--- config.mk ---
export PLATFORM = sky130hd
export DESIGN_NAME = lcd_timing
export DESIGN_NICKNAME = d
export VERILOG_FILES = /design/src/rtl/lcd_timing.sv
export SDC_FILE = /design/constraint.sdc
export NUM_CORES = 1
export LEC_CHECK = 0
export CORE_MARGIN = 4
export CORE_UTILIZATION = 46
export CTS_CLUSTER_DIAMETER = 100
export DETAILED_ROUTE_END_ITERATION = 8
export GPL_ROUTABILITY_DRIVEN = 0
export GPL_TIMING_DRIVEN = 0
export HOLD_SLACK_MARGIN = 0.08
export PLACE_DENSITY = 0.78
export SLEW_MARGIN = 10
export SYNTH_ARGS = -nofsm -noshare
export SYNTH_HDL_FRONTEND = slang
export SYNTH_SLANG_ARGS = --single-unit
--- constraint.sdc ---
create_clock -name clock -period 1.7 [get_ports clock]
set_input_delay 0.17 -clock clock [delete_from_list [all_inputs] [get_ports clock]]
set_output_delay 0.17 -clock clock [all_outputs]
set_load 0.03 [all_outputs]
--- src/rtl/lcd_timing.sv ---
// lcd_timing: dot/line timing generator with mode decode, LYC compare and interrupt requests
module lcd_timing #(
    parameter int DOTS_PER_LINE   = 456,
    parameter int LINES_PER_FRAME = 154,
    parameter int VISIBLE_LINES   = 144,
    parameter int MODE2_DOTS      = 80,
    parameter int MODE3_DOTS      = 172
) (
    input  logic       clock,
    input  logic       nreset,
    input  logic       lcd_en,
    input  logic [7:0] ly_compare,
    input  logic       stat_int_lyc_lc_en,
    input  logic       stat_int_mode2_en,
    input  logic       stat_int_mode1_en,
    input  logic       stat_int_mode0_en,
    output logic [7:0] ly_coord,
    output logic [8:0] dot_count,
    output logic [1:0] flag_mode_n,
    output logic       flag_lyc_ly_eq,
    output logic       int_vblank,
    output logic       int_stat,
    output logic       line_start,
    output logic       frame_start
);
    localparam logic [8:0] DOT_LAST  = 9'(DOTS_PER_LINE - 1);
    localparam logic [7:0] LY_LAST   = 8'(LINES_PER_FRAME - 1);
    localparam logic [7:0] LY_VBLANK = 8'(VISIBLE_LINES);
    localparam logic [8:0] M2_END    = 9'(MODE2_DOTS);
    localparam logic [8:0] M3_END    = 9'(MODE2_DOTS + MODE3_DOTS);

    logic       active_q, active_d;
    logic [8:0] dot_q, dot_d;
    logic [7:0] ly_q, ly_d;
    logic       eq_q, eq_d;
    logic       stat_line_q, stat_line_d;
    logic       int_stat_q, int_stat_d;
    logic [1:0] mode;
    logic       stat_line;

    // Mode decode from registered position, and the OR of all enabled STAT sources
    always_comb begin
        mode = !active_q ? 2'd0 :
               (ly_q >= LY_VBLANK) ? 2'd1 :
               (dot_q < M2_END) ? 2'd2 :
               (dot_q < M3_END) ? 2'd3 : 2'd0;
        stat_line = active_q & ((stat_int_lyc_lc_en & eq_q) |
                                (stat_int_mode2_en & (mode == 2'd2)) |
                                (stat_int_mode1_en & (mode == 2'd1)) |
                                (stat_int_mode0_en & (mode == 2'd0)));
    end

    // Next-state: enable/disable handling, dot/line counting, compare flag and STAT edge detect
    always_comb begin
        active_d    = active_q;
        dot_d       = dot_q;
        ly_d        = ly_q;
        eq_d        = active_q & (ly_q == ly_compare);
        stat_line_d = stat_line;
        int_stat_d  = stat_line & ~stat_line_q;
        if (!lcd_en) begin
            active_d    = 1'b0;
            dot_d       = 9'd0;
            ly_d        = 8'd0;
            stat_line_d = 1'b0;
        end else if (!active_q) begin
            active_d = 1'b1;
        end else begin
            dot_d = (dot_q == DOT_LAST) ? 9'd0 : dot_q + 9'd1;
            if (dot_q == DOT_LAST)
                ly_d = (ly_q == LY_LAST) ? 8'd0 : ly_q + 8'd1;
        end
    end

    // State registers with synchronous active-high reset
    always_ff @(posedge clock) begin
        if (nreset) begin
            active_q    <= 1'b0;
            dot_q       <= 9'd0;
            ly_q        <= 8'd0;
            eq_q        <= 1'b0;
            stat_line_q <= 1'b0;
            int_stat_q  <= 1'b0;
        end else begin
            active_q    <= active_d;
            dot_q       <= dot_d;
            ly_q        <= ly_d;
            eq_q        <= eq_d;
            stat_line_q <= stat_line_d;
            int_stat_q  <= int_stat_d;
        end
    end

    assign ly_coord       = ly_q;
    assign dot_count      = dot_q;
    assign flag_mode_n    = mode;
    assign flag_lyc_ly_eq = eq_q;
    assign int_stat       = int_stat_q;
    assign int_vblank     = active_q & (ly_q == LY_VBLANK) & (dot_q == 9'd0);
    assign line_start     = active_q & (dot_q == 9'd0);
    assign frame_start    = active_q & (ly_q == 8'd0) & (dot_q == 9'd0);
endmodule

==> metrics <==
status=complete, but fails checks; failing checks=negative setup slack; dominant cells by area after synthesis=dfxtp_1 (34%), xnor2_1 (11%), nor2_1 (5.8%), nand3_1 (5.3%), ha_1 (5.1%); Final setup viols=3; most frequent cells in the layout=clkdlybuf4s50_1 (28), nor2_1 (17), xnor2_1 (15); Reg area=455 um2; Placed Cells=220; area grow syn2layout=51.7%; fmax=475 MHz; Routed Antenna Nets=0; Die Y=59.9 um; power density over the cells=453 nW/um2; worst hold slack=0.446 ns; area share of the largest cell type after synthesis=33.9%; Final TNS setup=-0.940 ns; Synth Register Bits=21; initial antenna violation count=0; Simple-Gate Fraction of Synth Area=34.3%; area fraction in compound gates after synthesis=8.59%; Critical Path Start Type=flop; Worst Reg2Reg Path Length in Cells=6; PortBufs=38; final wirelength=3640 um; commonest non-fill, non-tap cell in the layout=clkdlybuf4s50_1; via count=1323; Worst Hold Launch=stat_int_mode0_en; pin count of the biggest net entering global routing=12; vias in the first global route=1362; CP Capture Type=output pin; die width=59.9 um; Clock Tree Root=clkbuf_4; post-synthesis mux area share=0.808%; Core Area=2520 um2; Iter 0 DRT Violations=47; first-pass GRT wire length=6050 um; Via density=5.73; synth warn=0; Hold Path Class=in -> reg; Pre-antenna DRT Iters=5; Starting Density=49.1%; sequential area share after synthesis=33.9%; largest family of logic cells by synthesized area=simple AND/OR/NAND/NOR gates; dpl hpwl=2550 um; maximum capacitance violations=0; num rows=18; Post-Synth Adder-Cell Area=5.05%; Final Skew=0.00571 ns; Synth Instances=152; required time of the critical path=1.53 ns; diode count=0; arrival time worst endpoint=1.93 ns; Final Critical Period=2.10 ns; fin crit share=124%; clk sinks=21; critical path fanouts, max=2; Final Hold Fails=0; worst skew pair latency=0.30 ns; worst r2r src=ly_coord[1]; Wirelength per Cell=15.7 um; clk slew on worst S/H paths=0.12 ns; syn nets=172; Yosys cell types=35; CTS tree=done; Clock Path Buffers=2; GRT Util Overall=22.0%; CTS H-tree lvls=1; WS Path Type=reg -> out; Worst Tran Pin Value=0.436 ns; fin worst setup slack=-0.403 ns; area of the multi-input gates=856 um2; Synth area leader=dfxtp_1; Fillers=193; Lkg Pwr=0.709 nW; Syn Area/Cell=8.15 um2; RSZ-0062 raised after global routing=yes; Netlist Area Pre-Place=1240 um2; Finished Layout Cells=231; cts bufs inserted=3; fin. max-slew vios=0; Layout Nets=222; Worst Hold Depth=3; XOR/XNOR share of the synthesized area=13.4%; layout cells sized above 1=24.9%; GR Overflow Total=0; relative slew slack=70.7%; Worst VDD drop=0.000370 V; CP startpoint=dot_count[1]; total die area=3590 um2; DRC=0; IO Count=39
worst paths after layout:
path                      end  slack (ns)
setup reg to reg  ly_coord[4]        0.09
hold / removal    stat_line_q        0.45
setup / recovery   int_vblank       -0.40
hold reg to reg      int_stat        0.49
through the flow:
| stage | utilization (%) | power (mW) | instance area, um2 | worst slack, ns |
|---|---|---|---|---|
| floorplan | - | 0.559 | 1280 | -0.473 |
| global placement | 67.4 | 0.611 | 1700 | -0.725 |
| detailed placement | 67.4 | 0.614 | 1700 | -0.746 |
| CTS | 72.3 | 0.853 | 1820 | -0.427 |
| global route | 74.5 | 0.883 | 1880 | -0.521 |
| finish | 74.5 | 0.851 | 1880 | -0.403 |
cells in the mapped netlist:
library cell  number
nor4b_1            1
and2_1             2
a21o_1             1
nor4_1             3
or4b_1             1
xnor2_1           15
a21oi_1            8
clkbuf_1           3
nor3_2             1
xor2_1             4
dfxtp_1           21
or4_4              1
nand4b_1           2
nor4_2             1
o31a_1             1
o21ai_0            2
nor2_1            19
and4_1             2
buf_2              2
o21ai_2            1
a221oi_1           1
nand2_1            9
nand2b_1           3
nand3b_1           1
or4_1              1
nand3_1           13
or3_4              1
ha_1               5
o21a_1             2
o31ai_1            1
inv_1              7
nand4_1            5
mux2i_1            1
and3_1             4
nor3_1             7
sequential cells by signal (all words and copies together), names as in the netlist:
name and cells:
ly_coord 8, stat_line_q 1, active_q 1, dot_count 9, int_stat 1, flag_lyc_ly_eq 1
layout make-up:
| class | count | share of cell area (%) |
|---|---|---|
| flip-flops and latches | 21 | 24.2 |
| multi-input cells | 119 | 45.5 |
| repair buffers | 48 | 24.8 |
| plain buffers | 2 | 0.466 |
| inverters | 7 | 1.53 |
| well taps | 30 | 2.00 |
| clock buffers | 4 | 1.40 |
timing repair:
item                       in CTS  in global routing
hold buffers                    0                  0
buffers inserted                6                  5
resized for setup              54                 18
hold endpoints to repair        0                  0
pin swaps                       7                  6
setup endpoints to repair       8                 26
gates cloned                    0                  0
layer usage:
metal	share of wire (%)	vias to the layer above	GRT usage, %
li1	-	635	-
met1	41	626	25.2
met2	53	54	38.9
met3	5.6	8	3.46
met4	1.2	0	11.1
met5	0	-	0
report_power, final:
group	internal [mW]	switching [mW]	leakage, nW
clock network	0.0915	0.158	0.0150
registers	0.483	0.00252	0.178
logic	0.0629	0.0527	0.516
worst max-delay path, stage by stage, from the launching register on:
cell     delay (ns)
dfxtp_4        0.37
inv_4          0.06
ha_4           0.11
or4b_4         0.47
nor3_4         0.15
nand3_2        0.13
nor4_4         0.15
buf_4          0.20
cell families (layout without fill, tap and decap cells):
logic type,after synthesis,count (layout)
compound gates,17,17
xor+xnor,19,19
fa+ha+maj,5,5
buf+inv,12,61
flops,21,21
mux,1,1
simple gates,77,77
(Power assumes the default switching activity.)
